### src/rtl/if_inst_queue_pkg.sv
// Shared constants and per-cycle operation decode for the fetch-to-decode instruction queue.
package if_inst_queue_pkg;

  localparam logic STOP         = 1'b1;
  localparam logic NO_STOP      = 1'b0;
  localparam logic INST_VALID   = 1'b1;
  localparam logic INST_INVALID = 1'b0;

  localparam int STALL_W    = 7;
  localparam int STALL_ID   = 2;
  localparam int STALL_EXE  = 3;

  typedef enum logic [1:0] {
    OP_CLEAR  = 2'd0,
    OP_BUBBLE = 2'd1,
    OP_HOLD   = 2'd2,
    OP_RUN    = 2'd3
  } q_op_e;

  // Redirects outrank stalls so a flushed fetch can never linger in the queue.
  function automatic q_op_e decode_op(input logic branch, input logic flush,
                                      input logic stall_id, input logic stall_exe);
    if (branch || flush)
      return OP_CLEAR;
    else if (stall_id == STOP && stall_exe == NO_STOP)
      return OP_BUBBLE;
    else if (stall_id == STOP)
      return OP_HOLD;
    else
      return OP_RUN;
  endfunction

endpackage

### src/rtl/if_inst_queue_mem.sv
// Queue storage: register array, one synchronous write port, one asynchronous read port.
module if_inst_queue_mem #(
  parameter int DEPTH = 4,
  parameter int WIDTH = 64,
  parameter int PTR_W = $clog2(DEPTH)
) (
  input  logic             clk,
  input  logic             we,
  input  logic [PTR_W-1:0] waddr,
  input  logic [WIDTH-1:0] wdata,
  input  logic [PTR_W-1:0] raddr,
  output logic [WIDTH-1:0] rdata
);

  logic [WIDTH-1:0] r_mem [DEPTH];

  always_ff @(posedge clk) begin
    if (we)
      r_mem[waddr] <= wdata;
  end

  assign rdata = r_mem[raddr];

endmodule

### src/rtl/if_inst_queue.sv
// Instruction queue between the fetch PC stage and decode; absorbs in-flight fetches during decode stalls.
module if_inst_queue
  import if_inst_queue_pkg::*;
#(
  parameter int DEPTH  = 4,
  parameter int ADDR_W = 32,
  parameter int INST_W = 32
) (
  input  logic               clk,
  input  logic               rst,
  input  logic [ADDR_W-1:0]  pc_i,
  input  logic               pc_valid_i,
  input  logic [INST_W-1:0]  inst_i,
  input  logic               flush,
  input  logic               branch_flag_i,
  input  logic [STALL_W-1:0] stall,
  output logic [ADDR_W-1:0]  pc_o,
  output logic [INST_W-1:0]  inst_o,
  output logic               inst_valid_o,
  output logic               stall_req_o
);

  localparam int PTR_W = $clog2(DEPTH);
  localparam int CNT_W = PTR_W + 1;
  localparam int ENT_W = ADDR_W + INST_W;

  logic [PTR_W-1:0]  r_head;
  logic [PTR_W-1:0]  r_tail;
  logic [CNT_W-1:0]  r_count;
  logic [ADDR_W-1:0] r_pc;
  logic [INST_W-1:0] r_inst;
  logic              r_valid;

  q_op_e             w_op;
  logic              w_empty;
  logic              w_full;
  logic              w_pop;
  logic              w_push;
  logic [ENT_W-1:0]  w_rdata;

  assign w_op    = decode_op(branch_flag_i, flush, stall[STALL_ID], stall[STALL_EXE]);
  assign w_empty = (r_count == '0);
  assign w_full  = (r_count == CNT_W'(DEPTH));
  assign w_pop   = (w_op == OP_RUN) && !w_empty;
  // An empty, running queue bypasses the input straight to the output instead of storing it.
  assign w_push  = pc_valid_i && (w_op != OP_CLEAR) && !((w_op == OP_RUN) && w_empty)
                   && (!w_full || w_pop);

  if_inst_queue_mem #(
    .DEPTH (DEPTH),
    .WIDTH (ENT_W),
    .PTR_W (PTR_W)
  ) u_mem (
    .clk   (clk),
    .we    (w_push),
    .waddr (r_tail),
    .wdata ({pc_i, inst_i}),
    .raddr (r_head),
    .rdata (w_rdata)
  );

  always_ff @(posedge clk or negedge rst) begin
    if (!rst) begin
      r_head  <= '0;
      r_tail  <= '0;
      r_count <= '0;
      r_pc    <= '0;
      r_inst  <= '0;
      r_valid <= INST_INVALID;
    end else if (w_op == OP_CLEAR) begin
      r_head  <= '0;
      r_tail  <= '0;
      r_count <= '0;
      r_pc    <= '0;
      r_inst  <= '0;
      r_valid <= INST_INVALID;
    end else begin
      if (w_push)
        r_tail <= r_tail + 1'b1;
      if (w_pop)
        r_head <= r_head + 1'b1;
      if (w_push && !w_pop)
        r_count <= r_count + 1'b1;
      else if (w_pop && !w_push)
        r_count <= r_count - 1'b1;

      if (w_op == OP_BUBBLE) begin
        r_pc    <= '0;
        r_inst  <= '0;
        r_valid <= INST_INVALID;
      end else if (w_op == OP_RUN) begin
        if (!w_empty) begin
          r_pc    <= w_rdata[ENT_W-1:INST_W];
          r_inst  <= w_rdata[INST_W-1:0];
          r_valid <= INST_VALID;
        end else if (pc_valid_i) begin
          r_pc    <= pc_i;
          r_inst  <= inst_i;
          r_valid <= INST_VALID;
        end else begin
          r_pc    <= '0;
          r_inst  <= '0;
          r_valid <= INST_INVALID;
        end
      end
    end
  end

  assign pc_o         = r_pc;
  assign inst_o       = r_inst;
  assign inst_valid_o = r_valid;
  assign stall_req_o  = (r_count >= CNT_W'(DEPTH - 1));

endmodule

### config.mk
export PLATFORM = sky130hd
export DESIGN_NAME = if_inst_queue
export DESIGN_NICKNAME = d
export VERILOG_FILES = /design/src/rtl/if_inst_queue_pkg.sv /design/src/rtl/if_inst_queue_mem.sv /design/src/rtl/if_inst_queue.sv
export SDC_FILE = /design/constraint.sdc
export NUM_CORES = 1
export LEC_CHECK = 0
export ABC_CLOCK_PERIOD_IN_PS = 7600
export CORE_MARGIN = 4
export CORE_UTILIZATION = 40
export DETAILED_ROUTE_END_ITERATION = 16
export GPL_ROUTABILITY_DRIVEN = 0
export PLACE_DENSITY_LB_ADDON = 0.05
export SYNTH_ARGS = -nofsm -noshare
export SYNTH_HDL_FRONTEND = slang
export SYNTH_HIERARCHICAL = 1
export SYNTH_SLANG_ARGS = --single-unit
export TNS_END_PERCENT = 30
### constraint.sdc
create_clock -name clk -period 7.6 [get_ports clk]
set_input_delay 1.9 -clock clk [delete_from_list [all_inputs] [get_ports clk]]
set_output_delay 1.9 -clock clk [all_outputs]
set_load 0.01 [all_outputs]
# Word-level counts from Yosys, hierarchy flattened
# Memories as Yosys holds them, arrays and structs flattened.
# Index checks and enable logic that the tools add are counted.
[word_totals] reg_bits=72 latchBits=0 ram_bits=256 romBits=0 in_bits=76 mem_count=1
[classes] add_sub_neg=4 multipliers=0 div_mod_pow=0 n_lt_le_gt_ge=1 eq_ne=3 n_shift=0 mux=27 n_bitwise=1 reduce_logical=22
[memory_table] memory="u_mem.r_mem" depth=4 width=64 read_ports=1 rd_clocked_by_memory_dff=0 wr=1 line="if_inst_queue_mem.sv:15" rtl="logic [WIDTH-1:0] r_mem [DEPTH];"
[op_table] op="32-bit 2-to-1 mux" count=10
[op_table] op="2-bit 2-to-1 mux" count=6
[op_table] op="3-bit 2-to-1 mux" count=3
[op_table] op="1-bit logical AND" count=8
[op_table] op="1-bit 2-to-1 mux" count=8
[op_table] op="2-bit nonzero test" count=3
[op_table] op="3-bit nonzero test" count=2
[op_table] op="1-bit logical NOT" count=5
[op_table] op="2-bit by 1-bit adder with 2-bit output (second input constant)" count=2
[op_table] op="3-bit by 1-bit adder with 3-bit output (second input constant)" count=1
[op_table] op="3-bit == test (second input constant)" count=1
[op_table] op="3-bit by 2-bit greater-or-equal comparator with 1-bit output (second input constant)" count=1
[op_table] op="3-bit logical NOT" count=1
[op_table] op="3-bit by 1-bit subtractor with 3-bit output (second input constant)" count=1
[op_table] op="2-bit by 1-bit == test with 1-bit output (second input constant)" count=1
[op_table] op="2-bit == test (second input constant)" count=1
[op_table] op="2-bit logical NOT" count=1
[op_table] op="1-bit logical OR" count=2
[op_table] op="1-bit NOT" count=1

# Depth between registers and ports, before layout
[logic_depth] ltp_word=14 ltp_mapped=8 mapped_depth_nobuf=7

# By module
# Netlist, hierarchy kept.
[modules_own_cells] module="if_inst_queue_mem" n_inst=1 cells_each=338 area_per_inst_um2=9341.5
[modules_own_cells] module="if_inst_queue" n_inst=1 cells_each=277 area_per_inst_um2=3281.9

# Worst setup path before layout
# Ideal clock, no wire load.
[synth_path] path_type="input -> register" startpoint="input port flush" endpoint="memory u_mem.r_mem[0][0], enable pin" setup_time_ns=0.578 t_arrival_ns=7.246 required_time_ns=7.022 slack_ns=-0.224 path_stages=4 n_path_buf=1 path_cell_list="or2_1 > buf_2 > nor3_1 > nor3b_1"
[synth_between] elab_chain_cells=9 elab_cells_between_ends=13 classes_between="eq/ne: 1; mux: 3; reduce/logical: 9"
[synth_rtl] element="start, declared" line="if_inst_queue.sv:14" rtl="input logic flush,"
[synth_rtl] element="1-bit logical OR *" line="if_inst_queue_pkg.sv:23" rtl="if (branch || flush)"
[synth_rtl] element="2-bit 2-to-1 mux *" line="if_inst_queue_pkg.sv:23"
[synth_rtl] element="2-bit == test" line="if_inst_queue.sv:44, if_inst_queue.sv:46"
[synth_rtl] element="1-bit logical AND" line="if_inst_queue.sv:46" rtl="assign w_push = pc_valid_i && (w_op != OP_CLEAR) && !((w_op == OP_RUN) && w_empty)"
[synth_rtl] element="1-bit logical NOT" line="if_inst_queue.sv:46"
[synth_rtl] element="1-bit logical AND" line="if_inst_queue.sv:46"
[synth_rtl] element="1-bit logical AND *" line="if_inst_queue.sv:47" rtl="&& (!w_full || w_pop);"
[synth_rtl] element="via w_push" line="if_inst_queue.sv:38" rtl="logic w_push;"
[synth_rtl] element="1-bit 2-to-1 mux *" line="if_inst_queue_mem.sv:18" rtl="if (we)"
[synth_rtl] element="1-bit 2-to-1 mux (implied by the code) *" line="if_inst_queue_mem.sv:19" rtl="r_mem[waddr] <= wdata;"
[synth_rtl] element="end, declared" line="if_inst_queue_mem.sv:15"
# The timed path passes the listed nets; every way through them passes the cells marked *.

# Worst setup path in the final report
[layout_path] startpoint="input port stall[2]" endpoint="memory u_mem.r_mem[1][0], enable pin"
[layout_between] elab_chain_cells=10 elab_cells_between_ends=15 classes_between="eq/ne: 1; mux: 5; reduce/logical: 9"
[layout_rtl] element="start, declared" line="if_inst_queue.sv:16" rtl="input logic [STALL_W-1:0] stall,"
[layout_rtl] element="1-bit 2-to-1 mux or 1-bit logical AND (tied branches)" line="if_inst_queue_pkg.sv:27, if_inst_queue_pkg.sv:25"
[layout_rtl] element="2-bit 2-to-1 mux *" line="if_inst_queue_pkg.sv:25" rtl="else if (stall_id == STOP && stall_exe == NO_STOP)"
[layout_rtl] element="2-bit 2-to-1 mux *" line="if_inst_queue_pkg.sv:23"
[layout_rtl] element="2-bit == test" line="if_inst_queue.sv:44, if_inst_queue.sv:46"
[layout_rtl] element="1-bit logical AND" line="if_inst_queue.sv:46"
[layout_rtl] element="1-bit logical NOT" line="if_inst_queue.sv:46"
[layout_rtl] element="1-bit logical AND" line="if_inst_queue.sv:46"
[layout_rtl] element="1-bit logical AND *" line="if_inst_queue.sv:47"
[layout_rtl] element="via w_push" line="if_inst_queue.sv:38"
[layout_rtl] element="1-bit 2-to-1 mux *" line="if_inst_queue_mem.sv:18"
[layout_rtl] element="1-bit 2-to-1 mux (implied by the code) *" line="if_inst_queue_mem.sv:19"
# Marks and branches as above.

==> metrics.md <==
| Metric | Value |
|---|---|
| Worst Path Arrival | `4.71 ns` |
| Crit Path Class | `in2reg` |
| Final period util | `0.602` |
| Initial DRC Count | `~680` |
| Final setup vio count | `0` |
| Syn Area/Cell | `20.5 um2` |
| Nets@finish | `approximately 840` |
| Most frequent cells in the layout | `edfxtp_1 (256), clkdlybuf4s50_1 (135), dfrtp_1 (70), inv_1 (67), a222oi_1 (64)` |
| Synth warn | `6` |
| Commonest non-fill, non-tap cell in the layout | `edfxtp_1` |
| Chip width | `about 190 um` |
| N_diodes | `0` |
| Tightest Pin Transition | `roughly 1.2 ns` |
| Share of the yosys chip area belonging to registers | `0.752` |
| Post-cts resize count | `0` |
| Hold WS | `roughly 0.5 ns` |
| Area grow syn2layout | `22.1%` |
| Placed cells | `approximately 1100` |
| Clk slew on worst S/H paths | `about 0.060 ns` |
| Total wire length | `between 20 and 30 mm` |
| Run status | `completed` |
| Clock Path Buffers | `3` |
| Vias in the first global route | `7204` |
| Syn Nets | `just under 700` |
| Antenna violation net count after detailed routing | `0` |
| Max stage delay cell, worst path | `clkdlybuf4s50_1` |
| Crit-path max FO | `36` |
| Crit. End Element | `register` |
| Gr usage total | `0.166` |
| Placed Area | `roughly 14000 um2` |
| Hold Violations, Final | `0` |
| Clk_skew | `approximately 0.019 ns` |
| DIE AREA | `approximately 34000 um2` |
| Seq pwr share | `0.509` |
| Slew margin rel. | `0.191` |
| DRT Pass-1 Iters | `5` |
| Hold WC Path Type | `reg2reg` |
| Final Max Slew Viols | `0` |
| CTS H-Tree Depth | `2` |
| CTS Root Cell | `clkbuf_16` |
| Cell area after layout | `~15000 um2` |
| Port-buffer cells | `between 100 and 150` |
| Crit-path cells | `clkdlybuf4s50_1 > xor2_1 > nor2_1 > nor3_1 > and3b_4 > buf_4` |
| Cts hold-fix bufs | `0` |
| Detailed Place HPWL | `between 15 and 20 mm` |
| Drt wl/cell | `approximately 24 um` |
| Leakage | `between 5 and 6 nW` |
| Largest net degree at the start of global routing | `67` |
| # IOs | `142` |
| Synth Instances | `between 600 and 700` |
| Core area | `between 30000 and 40000 um2` |
| Clk sink count | `328` |
| Initial antenna violation count | `2` |
| CTS tree | `yes` |
| Starting density of the core | `0.409` |
| Switching share of total power | `0.195` |
| Int Pwr | `approximately 3.1 mW` |
| Synth Cell Area | `approximately 13000 um2` |
| FF+latch count, synth | `around 330` |
| Max_cap viols | `0` |
| Final total power | `3.87 mW` |
| Fillcell total | `between 2000 and 3000` |
| Minimum clock period | `~4.6 ns` |
| Setup TNS | `0 ns` |
| Num rows | `64` |
| Remaining Overflow, GRT | `0` |
| CTS Buf Count | `37` |
| Pwr/cell area | `~250 nW/um2` |
| CP startpoint kind | `input pin` |
| Via-to-Cell Ratio | `between 5 and 6` |
| First-pass GRT wire length | `between 40 and 50 mm` |
| Peak Freq | `218 MHz` |
| DIE HEIGHT | `between 150 and 200 um` |
| Combinational share of power | `0.037` |
| Cell variety after synth | `40` |
| Sw power | `approximately 0.75 mW` |
| RSZ-0062 raised after global routing | `no` |
| Clk network pwr share | `0.455` |
| Routed via count | `about 6600` |
| Fin cells | `1185` |
| Worst endpoint required time | `between 7 and 8 ns` |
| Worst path max stage delay | `around 0.8 ns` |
| Maximum VDD drop | `~0.18 mV` |
| Clk_lat worst skew | `0.51 ns` |
| DRC Markers | `0` |
| Share of layout cells above drive strength 1 | `0.183` |
| Post-CTS setup buffers | `0` |
## power groups by stage
stage	combinational, mW	clock, mW	sequential [mW]
after detailed placement	0.145	0	2.00
after global routing	0.156	1.89	1.97
after floorplan	0.0463	0	2.01
after global placement	0.139	0	2.00
final	0.142	1.76	1.97
after CTS	0.145	1.81	1.97
## critical path: cells and delay by family
family        cells  cell delay (ns)
xor+xnor          1             0.26
simple gates      3             1.14
buf+inv           2             1.35
## synth_stat cells
cell / instances / share of area
edfxtp_1: 256 / 0.61
dfrtp_1: 72 / 0.14
inv_1: 67 / 0.020
a222oi_1: 64 / 0.051
mux4_2: 60 / 0.11
buf_6: 19 / 0.017
buf_2: 11 / 0.0044
nor2_1: 8 / 0.0024
nand2_1: 7 / 0.0021
buf_12: 6 / 0.0095
mux4_1: 4 / 0.0083
and3_1: 3 / 0.0015
buf_4: 3 / 0.0018
xor2_1: 3 / 0.0021
a221oi_1: 2 / 0.0014
and3b_1: 2 / 0.0014
clkbuf_2: 2 / 0.00079
mux2i_1: 2 / 0.0016
or2_1: 2 / 0.00099
xnor2_1: 2 / 0.0014
a211oi_1: 1 / 0.00059
a21o_1: 1 / 0.00059
a21oi_1: 1 / 0.00040
a21oi_2: 1 / 0.00069
a221o_1: 1 / 0.00079
a31oi_1: 1 / 0.00050
fa_1: 1 / 0.0016
mux2_2: 1 / 0.00089
nor2b_1: 1 / 0.00050
nor3_1: 1 / 0.00040
nor3_2: 1 / 0.00079
nor3_4: 1 / 0.0013
nor3b_1: 1 / 0.00059
nor4_2: 1 / 0.00099
o211ai_1: 1 / 0.00059
o21a_1: 1 / 0.00059
o21ai_0: 1 / 0.00040
o221ai_1: 1 / 0.00069
o311ai_0: 1 / 0.00069
or3_1: 1 / 0.00050
## area by class of cell
class	count	area, um2	area share
sequential	328	9500	0.616
multi-input combinational	179	2490	0.161
timing repair buffer	147	1440	0.0935
clock buffer	52	1110	0.0723
tap	396	495	0.0321
inverter	67	251	0.0163
clock inverter	16	130	0.00844
## per-stage QoR
stage	worst slack, ns	utilization
2_1_floorplan	2.06	-
3_3_place_gp	2.50	0.460
3_5_place_dp	2.48	0.460
4_1_cts	3.02	0.500
5_1_grt	2.83	0.500
6_report	3.02	0.500
## per-layer routing
| metal | routed length, um | vias to the layer above | track usage |
|---|---|---|---|
| li1 | - | 2836 | - |
| met1 | 11500 | 3469 | 0.220 |
| met2 | 14100 | 264 | 0.280 |
| met3 | 2250 | 43 | 0.0406 |
| met4 | 459 | 4 | 0.0396 |
| met5 | 27 | - | 0 |
## path summary, 6_finish.rpt
path                                          end  startpoint  slack (ns)  cells past startpoint
worst max-delay path            u_mem/r_mem[1][0]    stall[2]        3.02                      6
worst min-delay path                   inst_o[17]  inst_o[17]        0.51                      2
worst max register to register  u_mem/r_mem[1][0]  r_count[2]        4.66                      5
worst min register to register         inst_o[17]  inst_o[17]        0.51                      2
max in group asynchronous               r_head[1]         rst        4.98                      2
min in group asynchronous              inst_o[20]         rst        1.30                      1
## registers in the layout, summed over array words and instances (netlist names)
| signal | flops |
|---|---|
| inst_o | 32 |
| inst_valid_o | 1 |
| pc_o | 32 |
| r_count | 3 |
| r_head | 2 |
| r_tail | 2 |
| u_mem/r_mem | 256 |
## logic make-up (layout without fill, tap and decap cells)
logic type               after synthesis  count (layout)  synth area share
buffers and inverters                108             282            0.0533
flip-flops                           328             328             0.752
AO/OA/AOI/OAI                         77              77            0.0587
adder cells (fa/ha/maj)                1               1           0.00159
XOR/XNOR                               5               5           0.00347
AND/OR/NAND/NOR                       29              29            0.0134
multiplexers                          67              67             0.118
Power figures use the tool's default switching activity.
